`config.mk`:
```
export PLATFORM = sky130hd
export DESIGN_NAME = spi_master_ctrl
export DESIGN_NICKNAME = d
export VERILOG_FILES = /design/src/rtl/spi_master_ctrl.sv
export SDC_FILE = /design/constraint.sdc
export NUM_CORES = 1
export LEC_CHECK = 0
export ABC_AREA = 1
export CORE_UTILIZATION = 35
export DETAILED_ROUTE_END_ITERATION = 7
export GPL_TIMING_DRIVEN = 0
export SYNTH_ARGS = -nofsm -noshare
export SYNTH_HDL_FRONTEND = slang
export SYNTH_SLANG_ARGS = --single-unit
export TNS_END_PERCENT = 100
```
`constraint.sdc`:
```
create_clock -name clk -period 1.9 [get_ports clk]
set_clock_uncertainty 0.15 [all_clocks]
set_input_delay 0.285 -clock clk [delete_from_list [all_inputs] [get_ports clk]]
set_output_delay 0.285 -clock clk [all_outputs]
set_load 0.005 [all_outputs]
```
`src/rtl/spi_master_ctrl.sv`:
```
// Single-clock SPI master feeding the SPI_WRAPPER slave: select cycle, R/W bit,
// 10-bit {cmd, data} frame, and an 8-bit MISO capture for read-data commands.
module spi_master_ctrl #(
    parameter int RD_LATENCY = 2,
    parameter int GAP_CYCLES = 1
) (
    input  logic       clk,
    input  logic       rst_n,
    input  logic       start,
    input  logic [1:0] cmd,
    input  logic [7:0] tx_data,
    output logic       busy,
    output logic       done,
    output logic [7:0] rx_data,
    output logic       rx_valid,
    output logic       SS_n,
    output logic       MOSI,
    input  logic       MISO
);

    typedef enum logic [2:0] {
        IDLE, SELECT, SEND_RW, SEND_FRAME, WAIT_RD, RECV, END
    } state_t;

    // WAIT_RD is skipped entirely when the slave answers one cycle after the frame.
    localparam bit       SKIP_WAIT = (RD_LATENCY <= 1);
    localparam logic [3:0] WAIT_LAST = 4'((RD_LATENCY > 1) ? (RD_LATENCY - 2) : 0);
    localparam logic [3:0] GAP_LAST  = 4'((GAP_CYCLES > 0) ? (GAP_CYCLES - 1) : 0);

    state_t      state_r, state_s;
    logic [9:0]  frame_r, frame_s;
    logic        rd_r, rd_s;
    logic [3:0]  cnt_r, cnt_s;
    logic [7:0]  shift_r, shift_s;
    logic        ss_n_r, ss_n_s;
    logic        mosi_r, mosi_s;
    logic        busy_r, busy_s;
    logic        done_r, done_s;
    logic [7:0]  rx_data_r, rx_data_s;
    logic        rx_valid_r, rx_valid_s;

    // Next-state and next-output logic; every register has a next value here.
    always_comb begin
        state_s    = state_r;
        frame_s    = frame_r;
        rd_s       = rd_r;
        cnt_s      = cnt_r;
        shift_s    = shift_r;
        ss_n_s     = ss_n_r;
        mosi_s     = mosi_r;
        busy_s     = busy_r;
        done_s     = 1'b0;
        rx_data_s  = rx_data_r;
        rx_valid_s = 1'b0;
        case (state_r)
            IDLE: begin
                if (start) begin
                    frame_s = {cmd, tx_data};
                    rd_s    = (cmd == 2'b11);
                    cnt_s   = 4'd0;
                    ss_n_s  = 1'b0;
                    mosi_s  = 1'b0;
                    busy_s  = 1'b1;
                    state_s = SELECT;
                end else begin
                    state_s = IDLE;
                end
            end
            SELECT: begin
                mosi_s  = frame_r[9];
                state_s = SEND_RW;
            end
            SEND_RW: begin
                mosi_s  = frame_r[9];
                frame_s = {frame_r[8:0], 1'b0};
                cnt_s   = 4'd1;
                state_s = SEND_FRAME;
            end
            SEND_FRAME: begin
                // cnt_r counts frame bits already driven; the tenth ends the frame.
                if (cnt_r == 4'd10) begin
                    mosi_s = 1'b0;
                    cnt_s  = 4'd0;
                    if (rd_r) begin
                        state_s = SKIP_WAIT ? RECV : WAIT_RD;
                    end else begin
                        ss_n_s  = 1'b1;
                        state_s = END;
                    end
                end else begin
                    mosi_s  = frame_r[9];
                    frame_s = {frame_r[8:0], 1'b0};
                    cnt_s   = cnt_r + 4'd1;
                end
            end
            WAIT_RD: begin
                if (cnt_r == WAIT_LAST) begin
                    cnt_s   = 4'd0;
                    state_s = RECV;
                end else begin
                    cnt_s = cnt_r + 4'd1;
                end
            end
            RECV: begin
                shift_s = {shift_r[6:0], MISO};
                if (cnt_r == 4'd7) begin
                    ss_n_s  = 1'b1;
                    cnt_s   = 4'd0;
                    state_s = END;
                end else begin
                    cnt_s = cnt_r + 4'd1;
                end
            end
            END: begin
                if (cnt_r == GAP_LAST) begin
                    busy_s  = 1'b0;
                    done_s  = 1'b1;
                    cnt_s   = 4'd0;
                    state_s = IDLE;
                    if (rd_r) begin
                        rx_data_s  = shift_r;
                        rx_valid_s = 1'b1;
                    end else begin
                        rx_data_s = rx_data_r;
                    end
                end else begin
                    cnt_s = cnt_r + 4'd1;
                end
            end
            default: begin
                ss_n_s  = 1'b1;
                mosi_s  = 1'b0;
                busy_s  = 1'b0;
                cnt_s   = 4'd0;
                state_s = IDLE;
            end
        endcase
    end

    // State and output registers with synchronous active-low reset.
    always_ff @(posedge clk) begin
        if (!rst_n) begin
            state_r    <= IDLE;
            frame_r    <= 10'd0;
            rd_r       <= 1'b0;
            cnt_r      <= 4'd0;
            shift_r    <= 8'd0;
            ss_n_r     <= 1'b1;
            mosi_r     <= 1'b0;
            busy_r     <= 1'b0;
            done_r     <= 1'b0;
            rx_data_r  <= 8'd0;
            rx_valid_r <= 1'b0;
        end else begin
            state_r    <= state_s;
            frame_r    <= frame_s;
            rd_r       <= rd_s;
            cnt_r      <= cnt_s;
            shift_r    <= shift_s;
            ss_n_r     <= ss_n_s;
            mosi_r     <= mosi_s;
            busy_r     <= busy_s;
            done_r     <= done_s;
            rx_data_r  <= rx_data_s;
            rx_valid_r <= rx_valid_s;
        end
    end

    assign busy     = busy_r;
    assign done     = done_r;
    assign rx_data  = rx_data_r;
    assign rx_valid = rx_valid_r;
    assign SS_n     = ss_n_r;
    assign MOSI     = mosi_r;

endmodule

```
== Word level (Yosys, flattened, before mapping) ==
Cells that the tools add are included.
W data, S select, Z words.
Cells by class
  $add $sub $neg: 1
  equal/unequal tests: 16
  mux-type cells: 27
  bitwise logic cells: 4
  reduce and logical (&&, ||, !) cells: 18
Operator list (number)
  $pmux W10 S3: 1
  $pmux W4 S6: 1
  $pmux W3 S7: 1
  $mux W10: 2
  $mux W4: 4
  $ne A2 B2 Y1 const B: 7
  $mux W3: 4
  $reduce_and A3 Y1: 4
  $mux W1: 10
  $eq A3 B3 Y1 const B: 3
  $pmux W1 S4: 2
  $reduce_and A2 Y1: 4
  $eq A3 B2 Y1 const B: 2
  $reduce_and A5 Y1: 1
  $reduce_or A5 Y1: 1
  $add A4 B1 Y4 const B: 1
  $eq A4 B3 Y1 const B: 1
  $eq A4 B4 Y1 const B: 1
  $logic_not A4 Y1: 1
  $not A1 Y1: 4
  $reduce_and A4 Y1: 1
  $reduce_or A2 Y1: 2
  $reduce_or A4 Y1: 1
  $eq A3 B1 Y1 const B: 1
  other kinds (6): 6
Word-level totals
  bits in registers: 39
  output and inout port bits: 13
  logic and storage cells: 77

== Logic depth before layout (Yosys ltp) ==
Gate-level depths: netlist of run 1.
  depth after elaboration: 4
  mapped depth: 9
  depth with buffers taken out: 9

== Least setup slack after synthesis of run 1 ==
No wires, ideal clock.
  path type: register to register
  start: reg cnt_r[0]
  end: reg frame_r[0]
  arrival: 1206 ps
  data required time: 1635 ps
  slack: 429 ps
  stages on the path, launching flop included: 9
  buffers on the path: 1
  path through: dfxtp_1 inv_1 ha_1 nand2_1 nor2_1 o22ai_4 buf_6 a21oi_1 nor2_1
Between the ends
  longest elaborated chain between the ends: 3
RTL lines
  start, declared: line 33  | logic [3:0] cnt_r, cnt_s;
  start signal, assigned: line 158  | cnt_r <= cnt_s;
  $eq A4 B4 Y1: line 81  | if (cnt_r == 4'd10) begin
  $ne A2 B2 Y1 (no source line)
  $reduce_and A3 Y1 (no source line)
  end signal, assigned: line 156  | frame_r <= frame_s;
  end, declared: line 31  | logic [9:0] frame_r, frame_s;
Every way passes these cells.
A chain may end at the register's enable or synchronous reset.

== Worst setup path in the final report of run 1 ==
  start: reg cnt_r[0]
  end: reg frame_r[9]
The elaborated chain is that of the path after synthesis.

==> impl_results.md, run 1 <==
- Status: finished, final reports clean
- Post-DP HPWL: 3.25 mm
- Die H: 77.3 um
- Netlist cell types: 31
- Clock root buffer: clkbuf_8
- Nets: 324
- CTS Hold Buffers Added: 0
- Worst skew pair latency: 0.29 ns
- Post-synth EDFFs: 0
- Fillers: 598
- Hold Path Sink: frame_r[5]
- RSZ-0062 raised after global routing: no
- Primary FF master, synth: dfxtp_1
- # IOs: 27
- Min-delay worst type: flip-flop to flip-flop
- Top cell type's share of synthesized area: 0.393
- Leakage power: 1.03 nW
- CP cell instances: inv_1, ha_1, nand2_1, nor2_1, o22ai_4, buf_6, nand3_1, a21oi_1
- Hold path start: frame_r[5]
- Synth area leaders: dfxtp_1, nand2_1, a21oi_1, nand3_1, nor2_1
- DR iter-0 viols: 73
- RePlAce Congestion: 0.866
- DR pass1 iterations: 4
- Per-cell routed wire length: 12.3 um
- Grt ovf: 0
- CTS Sinks: 39
- Clock transition at path regs: 0.08 ns
- CP startpoint kind: flip-flop
- Max_slew headroom: 0.640
- Site row count: 27
- Sequential-to-total area share from yosys stat: 0.393
- Initial antenna violation count: 0
- Vias in the first global route: 1734
- Largest net degree at the start of global routing: 13
- CTS tree: yes
- Critical R2R Launch: cnt_r[0]
- Worst-margin pin slew: 0.541 ns
- Detailed-route via count: 1799
- Final-report max-slew violation count: 0
- Ant. Diodes: 0
- Overall Global Routing Usage: 0.168
- R2R depth: 8
- Storage cell area: 781 um^2
- CP max stage delay: 0.35 ns
- Count leader, synth: nand2_1
- Worst Path Buf+Inv: 2
- Worst Path Arrival: 1.69 ns
- Synth Register Bits: 39
- Max cap viols: 0
- Commonest cells post-synth: nand2_1, dfxtp_1, a21oi_1, nand3_1, nor2_1
- Crit-path leading delay family: simple AND/OR/NAND/NOR gates
- Req. time, crit path: 1.91 ns
- Via density: 4.73
- PwrDens: 1230 nW/um^2
- Final hold violations: 0
- Core box area: 5470 um^2
- CP max-delay cell: dfxtp_1
- Routed WL: 4.67 mm
- Drt drc: 0
- Fin area: 2420 um^2
- CP Depth: 8
- Htree depth: 2
- Synth Cell Area: 1990 um^2
- Antenna-violating nets left: 0
- Leading area contributor after synthesis: dfxtp_1
- Dpl ws: -0.0165 ns
- Yosys warns: 0
- Worst hold path cell count: 2
- Crit path max fanout: 10
- Setup CP Type: flip-flop to flip-flop
- Worst vdd ir: 0.000486 V
- Syn_area_per_cell: 7.25 um^2
- Final worst setup slack: 0.220 ns
- Post-CTS sizing: 0
- FFs w/ async S/R, synth: 0
- Area delta synth->final: 21.9%
- Flop-to-flop setup slack: 0.22 ns
- Final Cycle Share: 0.884
- Crit path from: cnt_r[0]
- Synthesized netlist cell count: 274
- Layout cells sized above 1: 0.127
- R2R Path End: frame_r[9]
- CTS max path bufs: 2
- Die Area: 5980 um^2
- Post-route minimum period: 1.68 ns
- Critical path endpoint category: flip-flop
- Hold_ws: 0.312 ns
- CTS Buf Count: 5
- DP Area: 2340 um^2
- Setup Fix Bufs, Post-CTS: 0
- Power Total: 0.00298 W
- Initial Util: 0.363
- Setup violators final: 0
- Die Wd: 77.3 um
- Area of the multi-input gates: 1030 um^2
- Maximum clock frequency: 0.595 GHz
- First-pass GRT wire length: 7.85 mm
- Mapped Nets: 291
- IO buf count: 26
how the worst max path moves through the flow:
stage                       endpoint
after floorplan           frame_r[0]
after global placement      cnt_r[1]
after detailed placement    cnt_r[1]
after CTS                 frame_r[8]
after global routing      frame_r[5]
final                     frame_r[9]
placed cells by master (no fill, tap or decap), types with 2 or more instances in the layout:
cell type        Yosys  final
nand2_1             83     83
dfxtp_1             39     39
a21oi_1             34     34
clkdlybuf4s50_1      0     26
nand3_1             25     25
nor2_1              24     24
o21ai_1             12     12
inv_1               10     10
buf_6                6      6
nand2_4              5      5
clkbuf_8             0      5
nand3_2              4      4
clkbuf_1             3      4
inv_2                3      3
o21ai_0              3      3
ha_1                 3      3
inv_6                2      2
nor2_4               2      2
nand2_2              2      2
clkinv_2             1      2
tightest hold or removal path: stages (launching register included):
cell	delay [ns]
dfxtp_1	0.31
nand2_1	0.06
a21oi_1	0.05
where the power goes:
group	internal, W	switching (W)
combinational	0.000524	0.000847
sequential	0.000976	0.0000839
clock	0.000257	0.000297
registers in the layout (all words and copies together) (netlist names), 3 cells and up:
register  flops
cnt_r         4
rx_data       8
shift_r       8
state_r       3
frame_r      10
area by class of cell:
cell class | instances | area share
Inverter | 18 | 0.0336
Multi-Input combinational cell | 206 | 0.426
Sequential cell | 39 | 0.322
Buffer | 11 | 0.0377
Tap cell | 72 | 0.0372
Clock buffer | 6 | 0.0300
Clock inverter | 2 | 0.00517
Timing Repair Buffer | 26 | 0.107
per-stage QoR:
| step | setup TNS [ns] | std cells | utilization |
|---|---|---|---|
| after global placement | 0 | 372 | 0.427 |
| after CTS | 0 | 380 | 0.442 |
| after detailed placement | -0.0453 | 372 | 0.427 |
| final | 0 | 380 | 0.442 |
| after global routing | 0 | 380 | 0.442 |
| after floorplan | 0 | 274 | - |
kinds of logic after synthesis:
logic type | Yosys count | synth area share
buf+inv | 29 | 0.0870
fa+ha+maj | 3 | 0.0189
simple gates | 151 | 0.359
flops | 39 | 0.393
compound gates | 52 | 0.142
metal layers:
layer | GRT usage | vias up | routed length, um
met5 | 0 | - | 0
met4 | 0.0736 | 0 | 81
met3 | 0.0262 | 5 | 136
met2 | 0.271 | 29 | 2030
met1 | 0.220 | 807 | 2420
li1 | - | 958 | -
(Power assumes the default switching activity.)
==> inputs of run 2 (changes only) <==
Settings changed: MAX_ROUTING_LAYER set to met4, SKIP_CTS_REPAIR_TIMING set to 1.
==> impl_results.md, run 2 (synthesis gave the netlist of run 1 again) <==
- Commonest non-fill, non-tap cell in the layout: nand2_1 (unchanged)
- Setup CP Type: flip-flop to flip-flop (unchanged)
- Die Area: 5980 um^2 (unchanged)
- Fin area: 2420 um^2 (unchanged)
- Crit path max fanout: 10 (unchanged)
- Largest register by flop count: frame_r (unchanged)
- Routed WL: 4.67 mm (unchanged)
- Status: finished, final reports clean (unchanged)
- Post-DP HPWL: 3.25 mm (unchanged)
- Grt ovf: 0 (unchanged)
- Overall Global Routing Usage: 0.173 (was 0.168)
- CP cell instances: inv_1, ha_1, nand2_1, nor2_1, o22ai_4, buf_6, nand3_1, a21oi_1 (unchanged)
- Core box area: 5470 um^2 (unchanged)
- R2R Path End: frame_r[9] (unchanged)
- CP max-delay cell: dfxtp_1 (unchanged)
- RePlAce Congestion: 0.880 (was 0.866)
- Max_slew headroom: 0.639 (was 0.640)
- P_sw: 0.00123 W (about the same)
- Worst Path Arrival: 1.69 ns (about the same)
- Power Total: 0.00298 W (about the same)
- Req. time, crit path: 1.91 ns (about the same)
- Flop-to-flop setup slack: 0.22 ns (about the same)
- Via density: 4.75 (was 4.73)
- Critical path endpoint category: flip-flop (unchanged)
- Max cap viols: 0 (unchanged)
- Final-report max-slew violation count: 0 (unchanged)
- Max Used Layer: met4 (unchanged)
- Die H: 77.3 um (unchanged)
- DR iter-0 viols: 77 (was 73)
- Initial antenna violation count: 0 (unchanged)
- Htree depth: 2 (unchanged)
- CTS tree: yes (unchanged)
- Vias in the first global route: 1733 (was 1734)
- R2R depth: 8 (unchanged)
- Ant. Diodes: 0 (unchanged)
- DP Area: 2340 um^2 (unchanged)
- Die Wd: 77.3 um (unchanged)
- Flop pwr share: 0.355 (about the same)
- IO buf count: 26 (unchanged)
- Post-route minimum period: 1.68 ns (about the same)
- Worst vdd ir: 0.000487 V (was 0.000486 V)
- Antenna-violating nets left: 0 (unchanged)
- Layout cells sized above 1: 0.127 (unchanged)
- Setup violators final: 0 (unchanged)
- CTS max path bufs: 2 (unchanged)
- Final hold violations: 0 (unchanged)
- CP max stage delay: 0.35 ns (about the same)
- Fillers: 598 (unchanged)
- Detailed-route via count: 1805 (was 1799)
- Combinational share of power: 0.459 (about the same)
- Clock root buffer: clkbuf_8 (unchanged)
- # IOs: 27 (unchanged)
- Storage cell area: 781 um^2 (unchanged)
- RSZ-0062 raised after global routing: no (unchanged)
- Per-cell routed wire length: 12.3 um (unchanged)
- CTS Buf Count: 5 (unchanged)
- Crit path from: cnt_r[0] (unchanged)
- Max reg flops: 10 (unchanged)
- Drt drc: 0 (unchanged)
- Area delta synth->final: 21.9% (unchanged)
- Worst-margin pin slew: 0.541 ns (about the same)
- Detailed route wirelength on metal3: 141 um (was 136 um)
- Post-Route M1 WL: 2.42 mm (about the same)
- CTS Sinks: 39 (unchanged)
- First-pass GRT wire length: 7.85 mm (unchanged)
- Hold path start: frame_r[5] (unchanged)
- Worst skew pair latency: 0.29 ns (about the same)
- Largest net degree at the start of global routing: 13 (unchanged)
- PwrDens: 1230 nW/um^2 (about the same)
- DR pass1 iterations: 4 (unchanged)
- Critical R2R Launch: cnt_r[0] (unchanged)
- Min-delay worst type: flip-flop to flip-flop (unchanged)
- Most frequent cells in the layout: nand2_1, dfxtp_1, a21oi_1, clkdlybuf4s50_1, nand3_1 (unchanged)
- Leakage power: 1.03 nW (unchanged)
- Wire length on met2: 2.03 mm (about the same)
- Initial Util: 0.363 (unchanged)
- Internal cell power: 0.00176 W (about the same)
- CP startpoint kind: flip-flop (unchanged)
- Site row count: 27 (unchanged)
- Worst hold path cell count: 2 (unchanged)
- Area of the multi-input gates: 1030 um^2 (unchanged)
- Clock transition at path regs: 0.08 ns (about the same)
- Maximum clock frequency: 0.594 GHz (was 0.595 GHz)
- Final Cycle Share: 0.886 (was 0.884)
- Switching Fraction: 0.411 (about the same)
- Hold Path Sink: frame_r[5] (unchanged)
- Clock share of power: 0.186 (about the same)
- Nets: 324 (unchanged)
-- run 2: power by group through the flow --
| stage | combinational, W | sequential (W) | clock [W] |
|---|---|---|---|
| after global routing | 0.00154 | 0.00108 | 0.000604 |
| final | 0.00137 | 0.00106 | 0.000555 |
| after floorplan | 0.00107 | 0.00106 | 0 |
| after detailed placement | 0.00137 | 0.00108 | 0 |
| after global placement | 0.00137 | 0.00107 | 0 |
| after CTS | 0.00138 | 0.00106 | 0.000574 |
-- run 2: worst max-delay path by stage --
stage / to / slack (ns) / cells after the start
final: frame_r[9] / 0.22 / 8
after global routing: frame_r[5] / 0.07 / 8
after CTS: frame_r[8] / 0.18 / 8
after detailed placement: cnt_r[1] / -0.02 / 4
after global placement: cnt_r[1] / 0.007 / 4
after floorplan: frame_r[0] / 0.43 / 8
-- run 2: cell type report --
class,count,area share
well taps,72,0.0372
clock buffers,6,0.0300
flip-flops and latches,39,0.322
plain buffers,11,0.0377
multi-input cells,206,0.426
inverters,18,0.0336
repair buffers,26,0.107
clock inverters,2,0.00517
-- run 2: per-stage QoR --
stage | hold slack [ns] | utilization | std cells | TNS, ns | worst slack (ns)
2_1_floorplan | 0.258 | - | 274 | 0 | 0.429
3_3_place_gp | 0.299 | 0.427 | 372 | 0 | 0.00655
3_5_place_dp | 0.303 | 0.427 | 372 | -0.0453 | -0.0165
4_1_cts | 0.315 | 0.442 | 380 | 0 | 0.181
5_1_grt | 0.336 | 0.442 | 380 | 0 | 0.0720
6_report | 0.312 | 0.442 | 380 | 0 | 0.216
-- run 2: critical path: cells and delay by family, from the launching register on --
kind                     cells  cell delay (ns)
buffers and inverters        2             0.29
AO/OA/AOI/OAI                2             0.19
adder cells (fa/ha/maj)      1             0.19
AND/OR/NAND/NOR              3             0.38
flip-flops                   1             0.35
-- run 2: layer usage --
layer | up-vias | global-route usage
met2 | 28 | 0.271
met5 | - | -
met3 | 5 | 0.0262
li1 | 958 | -
met4 | 0 | 0.0736
met1 | 814 | 0.220
==> inputs of run 3 (changes only) <==
Settings changed: ABC_CLOCK_PERIOD_IN_PS set to 1900.
==> results of run 3 <==
Final layout, timing and power as in run 2 (identical DEF).
